===== config.mk =====
export PLATFORM = sky130hd
export DESIGN_NAME = ipv4_arp_lut_arbiter
export DESIGN_NICKNAME = d
export VERILOG_FILES = /design/src/rtl/ipv4_arp_lut_arbiter_pkg.sv /design/src/rtl/ipv4_arp_lut_arbiter_rr_arbiter.sv /design/src/rtl/ipv4_arp_lut_arbiter.sv
export SDC_FILE = /design/constraint.sdc
export NUM_CORES = 1
export LEC_CHECK = 0
export BUFFER_PORTS_ARGS = -buffer_cell sky130_fd_sc_hd__buf_2
export CAP_MARGIN = 0
export CORE_ASPECT_RATIO = 0.6
export CORE_UTILIZATION = 50
export DETAILED_ROUTE_END_ITERATION = 8
export GPL_TIMING_DRIVEN = 0
export HOLD_SLACK_MARGIN = 0.12
export PLACE_DENSITY = 0.9
export SLEW_MARGIN = 0
export SYNTH_ARGS = -nofsm -noshare
export SYNTH_HDL_FRONTEND = slang
export SYNTH_SLANG_ARGS = --single-unit

===== constraint.sdc =====
create_clock -name clk -period 13.75 [get_ports clk]
set_input_delay 0.6875 -clock clk [delete_from_list [all_inputs] [get_ports clk]]
set_output_delay 0.6875 -clock clk [all_outputs]
set_load 0.01 [all_outputs]

===== src/rtl/ipv4_arp_lut_arbiter_pkg.sv =====
// Shared definitions for the ARP lookup arbiter: FSM encoding, MAC width, saturating counter helper.
// Latency: n/a (package only).
// Backpressure: n/a.
package ipv4_arp_lut_arbiter_pkg;

    typedef logic [1:0] state_t;

    localparam state_t ST_IDLE  = 2'd0;
    localparam state_t ST_ISSUE = 2'd1;
    localparam state_t ST_WAIT  = 2'd2;
    localparam state_t ST_RESP  = 2'd3;

    localparam int MAC_WIDTH_DEF = 48;
    localparam int SAT_W         = 64;

    // Callers zero-extend their counter and pass its own all-ones value as the ceiling.
    function automatic logic [SAT_W-1:0] sat_inc(input logic [SAT_W-1:0] val,
                                                 input logic [SAT_W-1:0] max_val);
        return (val >= max_val) ? val : val + 1'b1;
    endfunction

endpackage


===== src/rtl/ipv4_arp_lut_arbiter_rr_arbiter.sv =====
// Round-robin picker: first active request at or after ptr, one-hot grant plus index.
// Latency: purely combinational.
// Backpressure: none; the parent decides when the grant is used.
module ipv4_arp_lut_arbiter_rr_arbiter #(
    parameter int NUM_REQ  = 4,
    parameter int REQ_BITS = 2
) (
    input  logic [NUM_REQ-1:0]  req,
    input  logic [REQ_BITS-1:0] ptr,
    output logic [NUM_REQ-1:0]  gnt,
    output logic [REQ_BITS-1:0] gnt_idx,
    output logic                gnt_any
);

    int pos;

    always_comb begin
        gnt     = '0;
        gnt_idx = '0;
        gnt_any = 1'b0;
        pos     = 0;
        for (int i = 0; i < NUM_REQ; i++) begin
            pos = int'(ptr) + i;
            if (pos >= NUM_REQ) begin
                pos = pos - NUM_REQ;
            end
            if (!gnt_any && req[pos]) begin
                gnt_any  = 1'b1;
                gnt[pos] = 1'b1;
                gnt_idx  = REQ_BITS'(pos);
            end
        end
    end

endmodule


===== src/rtl/ipv4_arp_lut_arbiter.sv =====
// Shares the ARP table lookup port among NUM_REQ requesters, one lookup in flight, round-robin.
// Latency: accept T, issue T+1, response one cycle after the table result (T+4 with a 2-stage table).
// Backpressure: requesters wait for o_req_ready; responses cannot be stalled; stale results are drained in IDLE.
module ipv4_arp_lut_arbiter
    import ipv4_arp_lut_arbiter_pkg::*;
#(
    parameter int NUM_REQ        = 4,
    parameter int REQ_BITS       = 2,
    parameter int MAC_WIDTH      = MAC_WIDTH_DEF,
    parameter int TIMEOUT_CYCLES = 16,
    parameter int CNT_WIDTH      = 32
) (
    input  logic                    clk,
    input  logic                    reset,
    input  logic [NUM_REQ-1:0]      i_req_valid,
    input  logic [32*NUM_REQ-1:0]   i_req_daddr,
    output logic [NUM_REQ-1:0]      o_req_ready,
    output logic [NUM_REQ-1:0]      o_rsp_valid,
    output logic                    o_rsp_found,
    output logic                    o_rsp_timeout,
    output logic [MAC_WIDTH-1:0]    o_rsp_eth_addr,
    output logic                    o_lut_daddr_valid,
    output logic [31:0]             o_lut_daddr,
    output logic                    o_lut_rd,
    input  logic                    i_lut_valid,
    input  logic                    i_lut_found,
    input  logic [MAC_WIDTH-1:0]    i_lut_eth_addr,
    output logic [CNT_WIDTH-1:0]    o_hit_cnt,
    output logic [CNT_WIDTH-1:0]    o_miss_cnt,
    output logic [CNT_WIDTH-1:0]    o_timeout_cnt,
    output logic [CNT_WIDTH-1:0]    o_stale_cnt
);

    localparam int WC_W = (TIMEOUT_CYCLES > 2) ? $clog2(TIMEOUT_CYCLES) : 1;
    localparam logic [WC_W-1:0]     WAIT_LAST = WC_W'(TIMEOUT_CYCLES - 1);
    localparam logic [SAT_W-1:0]    CNT_MAX   = SAT_W'({CNT_WIDTH{1'b1}});
    localparam logic [REQ_BITS-1:0] LAST_REQ  = REQ_BITS'(NUM_REQ - 1);

    state_t                 state;
    state_t                 state_nxt;
    logic [REQ_BITS-1:0]    rr_ptr;
    logic [REQ_BITS-1:0]    cur_idx;
    logic [31:0]            cur_daddr;
    logic [WC_W-1:0]        wait_cnt;
    logic                   rsp_found;
    logic                   rsp_timeout;
    logic [MAC_WIDTH-1:0]   rsp_mac;
    logic [CNT_WIDTH-1:0]   hit_cnt;
    logic [CNT_WIDTH-1:0]   miss_cnt;
    logic [CNT_WIDTH-1:0]   timeout_cnt;
    logic [CNT_WIDTH-1:0]   stale_cnt;

    logic [NUM_REQ-1:0]     arb_gnt;
    logic [REQ_BITS-1:0]    arb_idx;
    logic                   arb_any;

    logic                   drain;
    logic                   grant;
    logic                   lut_hit;
    logic                   lut_expire;

    ipv4_arp_lut_arbiter_rr_arbiter #(
        .NUM_REQ  (NUM_REQ),
        .REQ_BITS (REQ_BITS)
    ) u_rr_arbiter (
        .req     (i_req_valid),
        .ptr     (rr_ptr),
        .gnt     (arb_gnt),
        .gnt_idx (arb_idx),
        .gnt_any (arb_any)
    );

    // A result seen in IDLE belongs to an abandoned lookup and wins over new grants.
    always_comb begin
        drain      = (state == ST_IDLE) && i_lut_valid;
        grant      = (state == ST_IDLE) && !i_lut_valid && arb_any;
        lut_hit    = (state == ST_WAIT) && i_lut_valid;
        lut_expire = (state == ST_WAIT) && !i_lut_valid && (wait_cnt == WAIT_LAST);
    end

    always_ff @(posedge clk or posedge reset) begin
        if (reset) begin
            state <= ST_IDLE;
        end else begin
            state <= state_nxt;
        end
    end

    always_comb begin
        state_nxt = state;
        case (state)
            ST_IDLE:  if (grant) state_nxt = ST_ISSUE;
            ST_ISSUE: state_nxt = ST_WAIT;
            ST_WAIT:  if (lut_hit || lut_expire) state_nxt = ST_RESP;
            ST_RESP:  state_nxt = ST_IDLE;
            default:  state_nxt = ST_IDLE;
        endcase
    end

    // IDLE strobes depend on live inputs, so they are masked while reset is held.
    always_comb begin
        o_req_ready       = (grant && !reset) ? arb_gnt : '0;
        o_lut_rd          = (drain || lut_hit) && !reset;
        o_lut_daddr_valid = (state == ST_ISSUE);
        o_rsp_valid       = (state == ST_RESP) ? (NUM_REQ'(1) << cur_idx) : '0;
    end

    always_ff @(posedge clk or posedge reset) begin
        if (reset) begin
            rr_ptr      <= '0;
            cur_idx     <= '0;
            cur_daddr   <= '0;
            wait_cnt    <= '0;
            rsp_found   <= 1'b0;
            rsp_timeout <= 1'b0;
            rsp_mac     <= '0;
            hit_cnt     <= '0;
            miss_cnt    <= '0;
            timeout_cnt <= '0;
            stale_cnt   <= '0;
        end else begin
            if (grant) begin
                cur_idx   <= arb_idx;
                cur_daddr <= i_req_daddr[32*arb_idx +: 32];
                rr_ptr    <= (arb_idx == LAST_REQ) ? '0 : arb_idx + 1'b1;
            end

            if (state == ST_ISSUE) begin
                wait_cnt <= '0;
            end else if (state == ST_WAIT) begin
                wait_cnt <= wait_cnt + 1'b1;
            end

            if (lut_hit) begin
                rsp_found   <= i_lut_found;
                rsp_mac     <= i_lut_found ? i_lut_eth_addr : '0;
                rsp_timeout <= 1'b0;
            end else if (lut_expire) begin
                rsp_found   <= 1'b0;
                rsp_mac     <= '0;
                rsp_timeout <= 1'b1;
            end

            if (drain) begin
                stale_cnt <= CNT_WIDTH'(sat_inc(SAT_W'(stale_cnt), CNT_MAX));
            end

            if (state == ST_RESP) begin
                if (rsp_timeout) begin
                    timeout_cnt <= CNT_WIDTH'(sat_inc(SAT_W'(timeout_cnt), CNT_MAX));
                end else if (rsp_found) begin
                    hit_cnt <= CNT_WIDTH'(sat_inc(SAT_W'(hit_cnt), CNT_MAX));
                end else begin
                    miss_cnt <= CNT_WIDTH'(sat_inc(SAT_W'(miss_cnt), CNT_MAX));
                end
            end
        end
    end

    assign o_lut_daddr    = cur_daddr;
    assign o_rsp_found    = rsp_found;
    assign o_rsp_timeout  = rsp_timeout;
    assign o_rsp_eth_addr = rsp_mac;
    assign o_hit_cnt      = hit_cnt;
    assign o_miss_cnt     = miss_cnt;
    assign o_timeout_cnt  = timeout_cnt;
    assign o_stale_cnt    = stale_cnt;

endmodule


==> flow_summary.yaml <==
run_status:
  run_status: "complete, no violations"
drt:
  wl_um: 33500
  highest-signal-layer: "met5"
  drt-wirelength-per-cell_um: 19.2
  met3WireLength_um: 2610
  routed-via-count: 10178
  met2_length_um: 16100
  detailed_route_wire_length_on_metal_1_um: 13500
  remaining_drc_errors: 0
  final_antenna_net_count: 0
  drtIter0Drc: 654
  detailedRoute.firstPassIterationCount: 7
  avgViaCountPerCell: 5.84
floorplanning:
  die_outline_height_um: 117
  floorplan.core_area_um2: 21400
  top_level_ports: 404
  chipWidth_um: 194
  floorplan_row_count: 41
  start_util_pct: 51.9
  fp.dieArea_um2: 22800
yosys:
  post_synth_inst_count: 1014
  synthArstFlopShare_pct: 100
  yosys-top-cells-count: "sky130_fd_sc_hd__dfrtp_1, sky130_fd_sc_hd__xnor2_1, sky130_fd_sc_hd__nand2_1, sky130_fd_sc_hd__nand3_1, sky130_fd_sc_hd__nor2_1"
  syn-cell-area_um2: 11100
  post-synth-top-area-cell: "sky130_fd_sc_hd__dfrtp_1"
  synth_most_common_cell: "sky130_fd_sc_hd__dfrtp_1"
  netlist.area_leader.share_pct: 49.6
  number_of_flip_flops_and_latches_in_the_synthesized_netlist: 220
  synth_fp_nets: 1212
  ys_dominant_reg_cell: "sky130_fd_sc_hd__dfrtp_1"
  synth.yosys.seq_area_share_pct: 49.6
  yosys.cell_types.count: 64
  synthesis.area_per_instance_um2: 10.9
  yosys_warnings: 0
  number_of_enable_flip_flop_cells_after_synthesis: 0
  post_synth_main_area_contributors: "sky130_fd_sc_hd__dfrtp_1, sky130_fd_sc_hd__xnor2_1, sky130_fd_sc_hd__xor2_1, sky130_fd_sc_hd__a22o_1, sky130_fd_sc_hd__mux2_2"
global_routing:
  grt_remaining_overflow: 0
  grt_first_pass_wirelength_um: 52700
  grt_max_degree: 88
  grt_antenna_before_repair: 7
  grt_pass1_vias: 9797
  grt_usage_pct: 28.8
final_layout:
  area.growth.synth_to_final_pct: 28.8
  drive_gt1_share_pct: 35.6
  finalNetCount: 1640
setup_path:
  worst-setup-path-type: "reg -> out"
  critical_path_peak_fanout: 10
  crit_required_ns: 13.06
  cp-start-kind: "flip-flop"
  setup.worst_path.end_class: "output pin"
  arrival_ns: 3.82
clock_tree:
  root_buffer: "sky130_fd_sc_hd__clkbuf_16"
  cts.hold.buffers_added: 0
  insertion_delay_ns: 0.51
  htreeDepth: 1
  ctsResizeCount: 0
  cts.sinks: 220
  clock_tree_from_tritoncts: "yes"
  clk_transition_reported_paths_ns: 0.07
  post-cts-setup-buffer-count: 0
  tritoncts.num_buffers: 22
  clk_path_buf_depth: 3
sta:
  relSlewSlack_pct: 30.1
  finalClockSkew_ns: 0.0164
  timing_worst_slew_pin_value_ns: 1.04
  fin_crit_sh_pct: 32.8
  final_critical_period_ns: 4.51
  timing.fmax_ghz: 0.222
  grt_setup_unrepaired: "false"
  maxSlewViolCount: 0
  final.setup.tns_ns: 0
  finalHoldViolCount: 0
  finalSetupViolCount: 0
place:
  hpwl_um: 24800
  placement.io_buffers: 402
  placer_s_final_routability_congestion_estimate: 0.939
power:
  leakage_nw: 7.28
  irDropWorstVdd_uv: 149
  power.density_cell_area_nw_per_um2: 182
  design_power_total_mw: 2.60
flow_run:
  drv_cap: 0
worst_hold_path:
  type_of_the_most_critical_hold_path: "in -> async"
-- stage by stage --
step | utilization (%) | instance area, µm² | worst slack [ns] | hold slack, ns | std cells
after floorplan | - | 11100 | 7.02 | 0.517 | 1014
after CTS | 66.7 | 14300 | 9.27 | 0.271 | 1736
final | 66.8 | 14300 | 9.24 | 0.256 | 1742
after global placement | 62.9 | 13500 | 4.53 | 0.472 | 1695
after global routing | 66.8 | 14300 | 8.94 | 0.295 | 1741
after detailed placement | 63.2 | 13500 | 9.84 | 0.485 | 1697
-- cell usage in the layout (no fill, tap or decap), types with 4 or more instances in the layout --
master	Yosys	layout
sky130_fd_sc_hd__xnor2_1	73	73
sky130_fd_sc_hd__inv_1	28	27
sky130_fd_sc_hd__buf_6	4	4
sky130_fd_sc_hd__clkbuf_1	32	36
sky130_fd_sc_hd__a221oi_1	4	4
sky130_fd_sc_hd__mux2_4	8	8
sky130_fd_sc_hd__xor2_1	51	51
sky130_fd_sc_hd__a22o_1	48	48
sky130_fd_sc_hd__and3_1	22	22
sky130_fd_sc_hd__dfrtp_1	220	220
sky130_fd_sc_hd__or3_1	5	5
sky130_fd_sc_hd__o21ai_0	25	25
sky130_fd_sc_hd__nor3_1	24	24
sky130_fd_sc_hd__mux2_2	31	31
sky130_fd_sc_hd__diode_2	0	6
sky130_fd_sc_hd__o21a_1	5	5
sky130_fd_sc_hd__nand4_1	37	37
sky130_fd_sc_hd__mux2i_1	18	18
sky130_fd_sc_hd__ha_1	14	14
sky130_fd_sc_hd__clkbuf_16	0	22
sky130_fd_sc_hd__nor3b_1	6	6
sky130_fd_sc_hd__a221o_1	15	15
sky130_fd_sc_hd__a22oi_1	39	39
sky130_fd_sc_hd__o221ai_1	17	17
sky130_fd_sc_hd__nor2_1	56	56
sky130_fd_sc_hd__buf_2	11	413
sky130_fd_sc_hd__and2_1	5	5
sky130_fd_sc_hd__mux4_2	4	4
sky130_fd_sc_hd__and4_1	18	18
sky130_fd_sc_hd__or2_2	5	5
sky130_fd_sc_hd__a21oi_1	19	19
sky130_fd_sc_hd__nand3_1	56	56
sky130_fd_sc_hd__nand2_1	60	60
sky130_fd_sc_hd__nor4_1	10	10
-- where the power goes --
part	total (mW)	internal [mW]	switching, mW	leakage (nW)
registers	0.906	0.796	0.110	2.93
clock network	0.634	0.371	0.263	0.369
logic	1.06	0.478	0.582	3.98
total	2.60	1.65	0.955	7.28
-- registers in the layout, indices dropped and copies added (netlist names) --
| signal | count |
|---|---|
| o_timeout_cnt | 32 |
| o_rsp_eth_addr | 48 |
| o_stale_cnt | 32 |
| o_rsp_found | 1 |
| cur_idx | 2 |
| state | 2 |
| o_miss_cnt | 32 |
| o_lut_daddr | 32 |
| o_hit_cnt | 32 |
| wait_cnt | 4 |
| o_rsp_timeout | 1 |
| rr_ptr | 2 |
-- cell type report --
type                            count  area [µm²]
Fill cell                        1617        7100
Sequential cell                   220        5510
Multi-Input combinational cell    715        5240
Timing Repair Buffer              404        2070
Clock buffer                       29         607
Tap cell                          279         349
Buffer                             51         244
Clock inverter                     10         153
Inverter                           28         113
Antenna cell                        6        15.0
-- logic make-up after synthesis --
family,after synthesis,share of synthesized area [%]
buffers and inverters,79,3.15
muxes,61,6.67
and+or+nand+nor,325,15.7
adders and majority gates,14,1.58
xor gates and xnor gates,124,9.79
DFF,220,49.6
AOI/OAI and AO/OA,191,13.5
-- final timing paths --
check                                                       to  slack [ns]  cells past startpoint                 startpoint
worst max-delay path                            o_req_ready[1]        9.24                     12      rr_ptr[0]$_DFFE_PP0N_
worst min-delay path                 o_miss_cnt[3]$_DFFE_PP0P_        0.26                      2                      reset
worst max register to register      o_lut_daddr[0]$_DFFE_PP0N_        9.84                     13      rr_ptr[0]$_DFFE_PP0N_
worst min register to register       o_miss_cnt[5]$_DFFE_PP0P_        0.50                      1  o_miss_cnt[5]$_DFFE_PP0P_
max in group asynchronous       o_rsp_eth_addr[30]$_DFFE_PP0P_       12.36                      4                      reset
min in group clk                 o_rsp_eth_addr[4]$_DFFE_PP0P_        0.39                      2          i_lut_eth_addr[4]
-- critical path: stages (launching register included) --
cell and delay (ns):
sky130_fd_sc_hd__dfrtp_1 0.40, sky130_fd_sc_hd__buf_6 0.15, sky130_fd_sc_hd__clkbuf_1 0.39, sky130_fd_sc_hd__inv_1 0.21, sky130_fd_sc_hd__ha_1 0.33, sky130_fd_sc_hd__buf_2 0.18
sky130_fd_sc_hd__or3b_2 0.45, sky130_fd_sc_hd__o21ai_0 0.10, sky130_fd_sc_hd__a32oi_1 0.12, sky130_fd_sc_hd__o21ai_0 0.42, sky130_fd_sc_hd__a221oi_1 0.19, sky130_fd_sc_hd__nor3_1 0.18
sky130_fd_sc_hd__buf_2 0.19
-- per-layer routing --
| layer | vias up | track usage, % |
|---|---|---|
| li1 | 4602 | - |
| met1 | 4939 | 37.8 |
| met2 | 554 | 48.2 |
| met3 | 81 | 5.09 |
| met4 | 2 | 9.97 |
| met5 | - | 0 |
No activity file was read; power rests on OpenSTA's default activity.
